`src/rtl/vga_debug_writer.sv`:
```
// Sweeps NUM_SLOTS debug words into the VGA text buffer as 8 uppercase ASCII hex chars each.
// Define VGA_DBG_SKIP_UNCHANGED_EN to skip slots whose word matches the one last written.
module vga_debug_writer #(
  parameter int unsigned NUM_SLOTS     = 16,
  parameter int unsigned SLOTS_PER_ROW = 4,
  parameter int unsigned SLOT_STRIDE   = 20,
  parameter int unsigned ROW_CHARS     = 80,
  parameter int unsigned BASE_ADDR     = 168
) (
  input  logic                    clk,
  input  logic                    rst,
  input  logic                    refresh_i,
  input  logic [NUM_SLOTS*32-1:0] dbg_data_i,
  output logic                    busy_o,
  output logic                    done_o,
  output logic                    wen_o,
  output logic [11:0]             w_addr_o,
  output logic [7:0]              w_data_o
);

  localparam int unsigned SlotW = (NUM_SLOTS > 1) ? $clog2(NUM_SLOTS) : 1;
  localparam logic [SlotW-1:0] LastSlot = SlotW'(NUM_SLOTS - 1);

  typedef enum logic [1:0] {StIdle, StLoad, StWrite, StDone} state_e;

  state_e           state_q;
  logic [SlotW-1:0] slot_q;
  logic [2:0]       nib_q;
  logic             pending_q;
  logic [31:0]      snap_q;
  logic             busy_q;
  logic             done_q;
  logic             wen_q;
  logic [11:0]      addr_q;
  logic [7:0]       data_q;

  logic [31:0] words [NUM_SLOTS];
  logic [31:0] cur_word;
  logic [31:0] snap_shl;
  logic        skip;

  for (genvar g = 0; g < NUM_SLOTS; g++) begin : g_words
    assign words[g] = dbg_data_i[32*g +: 32];
  end

  assign cur_word = words[slot_q];
  // Left-align the nibble that follows the one just written.
  assign snap_shl = snap_q << {nib_q + 3'd1, 2'b00};

`ifdef VGA_DBG_SKIP_UNCHANGED_EN
  logic [31:0]          shadow_q [NUM_SLOTS];
  logic [NUM_SLOTS-1:0] valid_q;
  assign skip = valid_q[slot_q] && (shadow_q[slot_q] == cur_word);
`else
  assign skip = 1'b0;
`endif

  function automatic logic [7:0] hex_char(input logic [3:0] n);
    return (n < 4'd10) ? (8'h30 + {4'h0, n}) : (8'h37 + {4'h0, n});
  endfunction

  function automatic logic [11:0] slot_base(input logic [SlotW-1:0] s);
    int unsigned si;
    int unsigned a;
    si = 32'(s);
    a  = BASE_ADDR + (si / SLOTS_PER_ROW) * ROW_CHARS + (si % SLOTS_PER_ROW) * SLOT_STRIDE;
    return a[11:0];
  endfunction

  always_ff @(posedge clk) begin
    if (rst) begin
      state_q   <= StIdle;
      slot_q    <= '0;
      nib_q     <= '0;
      pending_q <= 1'b0;
      snap_q    <= '0;
      busy_q    <= 1'b0;
      done_q    <= 1'b0;
      wen_q     <= 1'b0;
      addr_q    <= '0;
      data_q    <= '0;
`ifdef VGA_DBG_SKIP_UNCHANGED_EN
      valid_q   <= '0;
`endif
    end else begin
      done_q <= 1'b0;
      wen_q  <= 1'b0;
      // Requests during a sweep collapse into one follow-up sweep.
      if (refresh_i && (state_q != StIdle)) pending_q <= 1'b1;
      unique case (state_q)
        StIdle: begin
          if (refresh_i) begin
            state_q <= StLoad;
            slot_q  <= '0;
            busy_q  <= 1'b1;
          end
        end
        StLoad: begin
          snap_q <= cur_word;
          if (skip) begin
            if (slot_q == LastSlot) begin
              state_q <= StDone;
              busy_q  <= 1'b0;
              done_q  <= 1'b1;
            end else begin
              slot_q <= slot_q + 1'b1;
            end
          end else begin
`ifdef VGA_DBG_SKIP_UNCHANGED_EN
            shadow_q[slot_q] <= cur_word;
            valid_q[slot_q]  <= 1'b1;
`endif
            state_q <= StWrite;
            nib_q   <= '0;
            wen_q   <= 1'b1;
            addr_q  <= slot_base(slot_q);
            data_q  <= hex_char(cur_word[31:28]);
          end
        end
        StWrite: begin
          if (nib_q == 3'd7) begin
            if (slot_q == LastSlot) begin
              state_q <= StDone;
              busy_q  <= 1'b0;
              done_q  <= 1'b1;
            end else begin
              state_q <= StLoad;
              slot_q  <= slot_q + 1'b1;
            end
          end else begin
            nib_q  <= nib_q + 3'd1;
            wen_q  <= 1'b1;
            addr_q <= addr_q + 12'd1;
            data_q <= hex_char(snap_shl[31:28]);
          end
        end
        StDone: begin
          if (pending_q || refresh_i) begin
            pending_q <= 1'b0;
            state_q   <= StLoad;
            slot_q    <= '0;
            busy_q    <= 1'b1;
          end else begin
            state_q <= StIdle;
          end
        end
      endcase
    end
  end

  assign busy_o   = busy_q;
  assign done_o   = done_q;
  assign wen_o    = wen_q;
  assign w_addr_o = addr_q;
  assign w_data_o = data_q;

endmodule
```
`config.mk`:
```
export PLATFORM = sky130hd
export DESIGN_NAME = vga_debug_writer
export DESIGN_NICKNAME = d
export VERILOG_FILES = /design/src/rtl/vga_debug_writer.sv
export SDC_FILE = /design/constraint.sdc
export NUM_CORES = 1
export LEC_CHECK = 0
export CORE_AREA = 2 2 212 214
export CTS_CLUSTER_DIAMETER = 30
export DETAILED_ROUTE_END_ITERATION = 10
export DIE_AREA = 0 0 214 216
export GPL_ROUTABILITY_DRIVEN = 0
export GPL_TIMING_DRIVEN = 0
export MAX_ROUTING_LAYER = met4
export PLACE_DENSITY = 0.42
export SLEW_MARGIN = 20
export SYNTH_ARGS = -nofsm -noshare
export SYNTH_HDL_FRONTEND = slang
export SYNTH_SLANG_ARGS = --single-unit
```
`constraint.sdc`:
```
create_clock -name clk -period 3.4 [get_ports clk]
set_input_delay 0.68 -clock clk [delete_from_list [all_inputs] [get_ports clk]]
set_output_delay 0.68 -clock clk [all_outputs]
set_load 0.02 [all_outputs]
```
==> impl_metrics.tcl, run 1 <==
set metrics [dict create \
    io_pins 538 \
    grt_overflow 0 \
    yosys.area_share.simple 0.0840 \
    r2r_slack_ps 210 \
    clockBufferDepth 2 \
    dr.pass1.iters 5 \
    synth_nets 1104 \
    hold_start "nib_q[1]" \
    timing.rr.start "slot_q[1]" \
    core_sq_um 43800 \
    crit_fanout 10 \
    rsz0062_at_grt "no" \
    critPathArrivalTime_ps 3410 \
    die_height_microns 216 \
    grt_pass1_vias 8623 \
    post_cts_buffers 0 \
    r2r-end "snap_q[0]" \
    critPathCapture "snap_q[0]" \
    path_cells "buf_2 > clkbuf_1 > clkbuf_1 > mux4_2 > mux4_2 > mux2i_1 > nor2_1" \
    ys_ff_latch 64 \
    dp_cells 1701 \
    cts_inserted_buffers 9 \
    layout.cells.non_filler 1734 \
    start_util 0.162 \
    fmax_mhz 313 \
    dieWidth_microns 214 \
    nNetsFinal 1651 \
    synth.avg_cell_area_sq_um 12.4 \
    yosysUniqueCellTypes 58 \
    worst-path-stages 7 \
    synthFlopType "dfxtp_1" \
    setup_viol 0 \
    drive_above_1_share 0.192 \
    syn2layout_area_growth_pct 90.8 \
    power_uw 4630 \
    end_kind "flop" \
    drtIter0Drc 529 \
    required_ps 3610 \
    cts-root-buf "clkbuf_16" \
    crit_start "slot_q[1]" \
    grt_max_degree 13 \
    layout_setup_ws_ps 208 \
    hold_violations 0 \
    grt_pass1_wl_microns 69400 \
    period_minus_slack_ps 3190 \
    worst_pin_slew_ps 1030 \
    path_buf_inv 3 \
    fill_cells 4499 \
    powerDensity_nw_per_um2 341 \
    post-route-util 0.310 \
    cts_tree "done" \
    post_drt_via_cell_ratio 4.55 \
    p_leak_uw 0.00451 \
    vdd_ir_drop_max_mv 0.240 \
    dieArea_sq_um 46200 \
    dpl_cell_area_sq_um 13200 \
    final_max_slew_viol_count 0 \
    synth_top_family_by_area "multiplexers" \
    synth-compound-area-share 0.0708 \
    wirelength_microns 50900 \
    cts.sinks 64 \
    track_usage 0.223 \
    cts_max_level 3 \
    synthMuxAreaShare 0.578 \
    cp_top_family "buffers and inverters" \
    synthCells 573 \
    timing.slew.headroom 0.311 \
    post-route-period-util 0.939 \
    yosysSeqAreaShare 0.180 \
    async_flop_share 0 \
    clk_latency_ps 350 \
    status "finished clean" \
    hp-class "flop to flop" \
    cpPeakStageDelay_ps 710 \
    ys.warnings.count 0 \
    port_buffers 536 \
    wire_per_inst_microns 29.3 \
    core.rowCount 77 \
    drcViolationCount 0 \
    seq_area_sq_um 1280 \
    rr_worst_depth 7 \
    dp_slack_ps 70.6 \
    synthAdderAreaFrac 0.0292 \
    path_class "flop to flop" \
    dp_hpwl_microns 45000 \
    vias 7886 \
    antenna_found_initial 21 \
    detail-route-antenna-nets 0 \
    synth-xor-area-share 0.00615 \
    worst_clock_skew_ps 6.72 \
    path_clk_slew_ps 60 \
    slowest_stage "clkbuf_1" \
    cp-start-kind "flop" \
    fin_area_sq_um 13600 \
    drv_cap 0 \
    synth.cell_area_sq_um 7120 \
    multi_input_area_sq_um 5480 \
    synth_edf_count 0 \
]
-- cells in the mapped netlist (3+ instances only) --
master	count	area, sq um
nor2_1	60	225
a21oi_1	17	85.1
mux4_1	3	78.8
ha_1	15	188
nand3_1	9	45.0
a211oi_1	3	22.5
nor3b_1	3	22.5
clkbuf_1	31	116
nor3_1	11	55.1
a31oi_1	4	25.0
dfxtp_1	64	1280
mux2i_1	41	410
o31ai_1	3	22.5
a22oi_1	8	60.1
mux4_2	159	3580
buf_1	4	15.0
nand4_1	3	18.8
xor2_1	3	26.3
nor2b_1	4	25.0
nand2_1	32	120
mux2_2	3	33.8
a21o_1	3	22.5
inv_1	11	41.3
o21ai_0	16	80.1
buf_2	19	95.1
-- registers in the layout, indices dropped and copies added, names as in the netlist --
signal     count
busy_o         1
done_o         1
nib_q          3
pending_q      1
slot_q         4
snap_q        32
state_q        2
w_addr_o      12
w_data_o       7
wen_o          1
-- metrics by stage --
stage,hold slack [ps],TNS [ps]
finish,459,0
floorplan,436,0
global route,482,0
CTS,460,0
global placement,443,-241
detailed placement,452,0
-- where the power goes --
group	switching [uW]	internal, uW
logic	1170	1420
registers	137	929
clock network	379	590
-- worst min-delay path, delay by kind of cell, from the launching register on --
| family | cells | cell delay [ps] |
|---|---|---|
| AO/OA/AOI/OAI | 1 | 50 |
| flip-flops | 1 | 310 |
| AND/OR/NAND/NOR | 1 | 50 |
-- area by class of cell --
cell class                      count  share of cell area
Clock inverter                      6             0.00497
Multi-Input combinational cell    435               0.403
Timing Repair Buffer              536               0.395
Sequential cell                    64              0.0943
Antenna cell                       17             0.00313
Buffer                             60              0.0232
Clock buffer                       10              0.0176
Tap cell                          592              0.0545
Inverter                           14             0.00415
-- worst min path at each step --
stage | to | depth (start not counted)
3_3_place_gp | nib_q[2] | 2
6_report | nib_q[1] | 2
5_1_grt | nib_q[2] | 2
3_5_place_dp | nib_q[1] | 2
4_1_cts | nib_q[1] | 2
2_1_floorplan | nib_q[1] | 2
-- cell families after synthesis --
| group | after synthesis |
|---|---|
| AOI/OAI and AO/OA | 72 |
| muxes | 207 |
| DFF | 64 |
| adders and majority gates | 16 |
| other | 1 |
| xor gates and xnor gates | 5 |
| buffers and inverters | 74 |
| and+or+nand+nor | 134 |
-- what timing repair did --
action                                  in CTS  in global routing
endpoints found under the setup margin       0                 11
endpoints found under the hold margin        0                  0
hold buffers                                 0                  0
gates resized for setup                      0                  6
-- routing by layer --
metal,vias up,GRT usage,part of all wire
li1,3479,-,-
met3,28,0.0715,0.078
met1,4002,0.260,0.41
met5,-,-,0
met4,0,0.0357,0.011
met2,377,0.381,0.50
-- placed cells by master, fill, tap and decap left out, drive strengths merged, types with 4 or more instances in the layout --
cell             n
clkdlybuf4s50  536
mux4           162
dfxtp           64
nor2            60
mux2i           42
clkbuf          42
nand2           32
buf             28
diode           17
a21oi           17
o21ai           16
ha              15
inv             13
nor3            11
nand3            9
a22oi            8
nor2b            4
a31oi            4
a211oi           4
No activity file was read; power rests on OpenSTA's default activity.
==> run 2, diff against run 1 <==
MAX_ROUTING_LAYER = unset   (was met4)
SLEW_MARGIN = 0   (was 20)
clock period = 3.6 ns   (was 3.4 ns; I/O delays follow)
==> run 2 against run 1 <==
  * First-iteration DRC count rose by 0.76%
  * Die area did not move
  * Sequential power fell by 6%
  * Clock skew rose by 3.4 ps
  * Total power fell by 4.3%
  * Combinational power fell by 5%
  * Core utilization barely moved
  * Count of clock-buffer cells in the layout fell by 1
  * Largest cell class unchanged
  * Largest power group unchanged
  * Highest routed layer is now met5
==> impl_metrics.tcl, run 2 (synthesis results as in run 1) <==
set metrics [dict create \
    status "finished clean" \
    clk_latency_ps 340 \
    timing.rr.start "slot_q[1]" \
    cts_max_level 3 \
    die_height_microns 216 \
    cts-root-buf "clkbuf_16" \
    vdd_ir_drop_max_mv 0.252 \
    timing.slew.headroom 0.334 \
    core_sq_um 43800 \
    rr_worst_depth 7 \
    nNetsFinal 1651 \
    whs_ps 460 \
    detail-route-antenna-nets 0 \
    critPathArrivalTime_ps 3470 \
    path_clk_slew_ps 60 \
    drive_above_1_share 0.189 \
    setup_viol 0 \
    dp_hpwl_microns 45000 \
    path_buf_inv 3 \
    dieArea_sq_um 46200 \
    powerDensity_nw_per_um2 326 \
    crit_start "slot_q[1]" \
    gr-usage-met3 0.0753 \
    cts-hold-fix-buffers 0 \
    r2r_slack_ps 340 \
    rsz0062_at_grt "no" \
    largest_register "snap_q" \
    worst_pin_slew_ps 999 \
    post-route-period-util 0.905 \
    power_uw 4430 \
    layout.cells.non_filler 1723 \
    grtUsageMet2 0.373 \
    clockBufferDepth 2 \
    fmax_mhz 307 \
    grt_max_degree 14 \
    final_max_slew_viol_count 0 \
    hp-class "flop to flop" \
    dp_slack_ps 24.4 \
    hold_violations 0 \
    grt_overflow 0 \
    grt_pass1_wl_microns 69300 \
    cts_inserted_buffers 9 \
    grt_use_met1 0.257 \
    start_util 0.162 \
    path_class "flop to flop" \
    busiest_layer "met2" \
    drtIter0Drc 533 \
    r2r-end "snap_q[20]" \
    slowest_stage "clkbuf_1" \
    required_ps 3810 \
    cpPeakStageDelay_ps 810 \
    end_kind "flop" \
    port_buffers 536 \
    fill_cells 4497 \
    syn2layout_area_growth_pct 90.6 \
    worst-path-stages 7 \
    track_usage 0.216 \
    period_minus_slack_ps 3260 \
    cp_top_family "buffers and inverters" \
    setup_tns_ps 0 \
    path_cells "buf_2 > clkbuf_1 > clkbuf_1 > mux4_2 > mux4_2 > mux2i_1 > nor2_1" \
    cts_tree "done" \
    dp_cells 1701 \
    wire_per_inst_microns 29.5 \
    post_drt_via_cell_ratio 4.59 \
    critPathCapture "snap_q[20]" \
    crit_fanout 10 \
    largest_register_ffs 32 \
    antenna_found_initial 27 \
    drv_cap 0 \
    cts.sinks 64 \
    final_cell_mix "clkdlybuf4s50_1 (536), mux4_2 (159), dfxtp_1 (64)" \
    cp-start-kind "flop" \
    layout_commonest_cell "clkdlybuf4s50_1" \
    ctsResizeCount 0 \
    io_pins 538 \
    worst_clock_skew_ps 10.1 \
    dr.pass1.iters 5 \
    vias 7916 \
    grt_pass1_vias 8597 \
    layout_setup_ws_ps 342 \
    wirelength_microns 50900 \
    post_cts_buffers 0 \
    p_leak_uw 0.00452 \
    dieWidth_microns 214 \
    drcViolationCount 0 \
    core.rowCount 77 \
]
[run 2: cell types whose count changed in the layout (fill, tap and decap cells not counted)]
cell        before  now
buf_1            3    4
bufinv_16        1    2
clkbuf_1        29   30
clkbuf_2         3    1
clkbuf_8         1    0
clkinv_1         1    2
clkinv_2         1    0
clkinv_4         1    2
clkinvlp_4       3    1
diode_2         17    6
inv_6            1    2
[run 2: final cells by class]
type / count / area, sq um / share of cell area
flip-flops and latches: 64 / 1280 / 0.0944
diodes: 6 / 15.0 / 0.00111
clock buffers: 9 / 225 / 0.0166
clock inverters: 7 / 103 / 0.00756
multi-input cells: 435 / 5480 / 0.403
repair buffers: 536 / 5370 / 0.395
inverters: 14 / 52.6 / 0.00387
plain buffers: 60 / 313 / 0.0230
well taps: 592 / 741 / 0.0546
[run 2: worst register-to-register path: cells and delay by family, from the launching register on]
| family | cells | cell delay, ps |
|---|---|---|
| AND/OR/NAND/NOR | 1 | 50 |
| flip-flops | 1 | 360 |
| multiplexers | 3 | 1120 |
| buffers and inverters | 3 | 1610 |
[run 2: worst min path at each step]
stage | start | end | slack (ps) | cells after the start
finish | nib_q[1] | nib_q[1] | 460 | 2
global placement | nib_q[2] | nib_q[2] | 440 | 2
CTS | nib_q[1] | nib_q[1] | 460 | 2
global route | nib_q[2] | nib_q[2] | 480 | 2
floorplan | nib_q[1] | nib_q[1] | 440 | 2
detailed placement | nib_q[1] | nib_q[1] | 450 | 2
[run 2: where the power goes]
group	leakage (uW)	internal, uW	total [uW]	switching, uW
sequential	0.000522	877	1010	129
combinational	0.00384	1340	2450	1110
clock	0.000157	613	973	360
[run 2: routing by layer]
| layer | part of all wire | up-vias |
|---|---|---|
| met4 | 0.022 | 22 |
| met5 | 0.0025 | - |
| met2 | 0.49 | 375 |
| met1 | 0.40 | 3986 |
| li1 | - | 3469 |
| met3 | 0.081 | 64 |
[run 2: per-stage QoR]
stage | utilization | area [sq um]
2_1_floorplan | - | 7120
3_3_place_gp | 0.302 | 13200
3_5_place_dp | 0.302 | 13200
4_1_cts | 0.309 | 13600
5_1_grt | 0.309 | 13600
6_report | 0.310 | 13600
==> run 3, diff against run 2 <==
PLACE_DENSITY = unset   (was 0.42)
PLACE_DENSITY_LB_ADDON = 0.1   (was unset)
==> run 3 against run 2 <==
  * Sequential share of layout area hardly changed
  * Via count is 2.6% lower
  * Worst setup slack got worse by 94 ps
  * Register-to-register slack got worse by 90 ps
  * Core utilization about the same
  * Clock power about the same
  * Total power decreased by 0.34%
  * Worst hold slack worse by 0.85 ps
  * Die area unchanged
  * Critical endpoint is now snap_q[11]
  * Sequential power barely moved
  * Design area is essentially flat
  * Non-clock buffer count stayed put
==> impl_metrics.tcl, run 3 (synthesis results as in run 1) <==
set metrics [dict create \
    status "finished clean" \
    worst_pin_slew_ps 969 \
    worst_clock_skew_ps 8.82 \
    cpPeakStageDelay_ps 790 \
    layout_commonest_cell "clkdlybuf4s50_1" \
    port_buffers 536 \
    grt_max_degree 14 \
    crit_fanout 10 \
    fmax_mhz 298 \
    path_class "flop to flop" \
    core.rowCount 77 \
    start_util 0.162 \
    busiest_layer "met2" \
    drcViolationCount 0 \
    nNetsFinal 1651 \
    final_max_slew_viol_count 0 \
    post-route-period-util 0.931 \
    timing.slew.headroom 0.354 \
    track_usage 0.202 \
    cts_tree "done" \
    critPathArrivalTime_ps 3560 \
    cp_top_family "buffers and inverters" \
    powerDensity_nw_per_um2 325 \
    hold_path_end "nib_q[2]" \
    cp-start-kind "flop" \
    wire_per_inst_microns 27.8 \
    cts.sinks 64 \
    gr-usage-met3 0.0459 \
    cts_inserted_buffers 9 \
    largest_register "snap_q" \
    grt_pass1_vias 8526 \
    cts-root-buf "clkbuf_16" \
    final_cell_mix "clkdlybuf4s50_1 (536), mux4_2 (159), dfxtp_1 (64)" \
    timing.rr.start "slot_q[1]" \
    grt_use_met1 0.245 \
    setup_viol 0 \
    path_buf_inv 3 \
    grtUsageMet2 0.367 \
    r2r_slack_ps 250 \
    dieArea_sq_um 46200 \
    path_cells "buf_2 > clkbuf_1 > clkbuf_1 > mux4_2 > mux4_2 > mux2i_1 > nor2_1" \
    dr.pass1.iters 5 \
    dp_hpwl_microns 42300 \
    hold_violations 0 \
    drive_above_1_share 0.189 \
    cts-hold-fix-buffers 0 \
    grt_overflow 0 \
    rsz0062_at_grt "no" \
    die_height_microns 216 \
    path_clk_slew_ps 60 \
    core_sq_um 43800 \
    vias 7714 \
    antenna_found_initial 18 \
    syn2layout_area_growth_pct 90.5 \
    rr_worst_depth 7 \
    r2r-end "snap_q[11]" \
    dp_slack_ps -90.5 \
    hold_depth 2 \
    dp_cells 1701 \
    io_pins 538 \
    p_leak_uw 0.00452 \
    layout.cells.non_filler 1722 \
    hold_start "nib_q[2]" \
    clockBufferDepth 2 \
    clk_latency_ps 340 \
    wirelength_microns 47900 \
    largest_register_ffs 32 \
    drtIter0Drc 469 \
    crit_start "slot_q[1]" \
    hp-class "flop to flop" \
    layout_setup_ws_ps 248 \
    slowest_stage "clkbuf_1" \
    grt_pass1_wl_microns 65700 \
    post_drt_via_cell_ratio 4.48 \
    cts_max_level 3 \
    period_minus_slack_ps 3350 \
    setup_tns_ps 0 \
    detail-route-antenna-nets 0 \
    drv_cap 0 \
    vdd_ir_drop_max_mv 0.223 \
    dieWidth_microns 214 \
    required_ps 3810 \
    end_kind "flop" \
]
[run 3: worst max path at each step]
stage          depth (start not counted)  slack (ps)          end
2_1_floorplan                          9        1020  w_data_o[2]
3_3_place_gp                           7        -110    snap_q[0]
3_5_place_dp                           7         -90    snap_q[0]
4_1_cts                                7         150    snap_q[9]
5_1_grt                                7          50    snap_q[7]
6_report                               7         250   snap_q[11]
[run 3: through the flow]
| stage | power (uW) | cell area [sq um] | util | hold slack (ps) |
|---|---|---|---|---|
| 6_report | 4410 | 13600 | 0.309 | 459 |
| 5_1_grt | 4700 | 13600 | 0.309 | 490 |
| 4_1_cts | 4480 | 13600 | 0.309 | 463 |
| 3_5_place_dp | 3480 | 13200 | 0.302 | 455 |
| 3_3_place_gp | 3470 | 13200 | 0.302 | 446 |
| 2_1_floorplan | 2330 | 7120 | - | 436 |
[run 3: final cells by class]
type | instances | area, sq um
diodes | 5 | 12.5
plain buffers | 60 | 313
clock buffers | 9 | 225
clock inverters | 7 | 101
fillers | 4537 | 30300
inverters | 14 | 52.6
multi-input cells | 435 | 5480
flip-flops and latches | 64 | 1280
well taps | 592 | 741
repair buffers | 536 | 5370
[run 3: worst reg2reg max path, cell delays in order (launching register included)]
cell and delay [ps]:
dfxtp_1 370, buf_2 250, clkbuf_1 610, clkbuf_1 800
mux4_2 470, mux4_2 530, mux2i_1 150, nor2_1 50
[run 3: layer usage]
metal / part of all wire / vias up
li1: - / 3472
met1: 0.41 / 3916
met2: 0.53 / 282
met3: 0.054 / 34
met4: 0.011 / 10
met5: 0.0017 / -
[run 3: what timing repair did]
action                                 CTS  global route
setup buffers                            0             0
endpoints found under the hold margin    0             0
resized for setup                        1             0
setup endpoints to repair                5             0
[run 3: power breakdown]
| group | switching [uW] | internal [uW] | total, uW | leakage, uW |
|---|---|---|---|---|
| Combinational | 1090 | 1340 | 2430 | 0.00384 |
| Clock | 357 | 613 | 971 | 0.000153 |
| Sequential | 137 | 877 | 1010 | 0.000522 |
| Total | 1580 | 2830 | 4410 | 0.00452 |
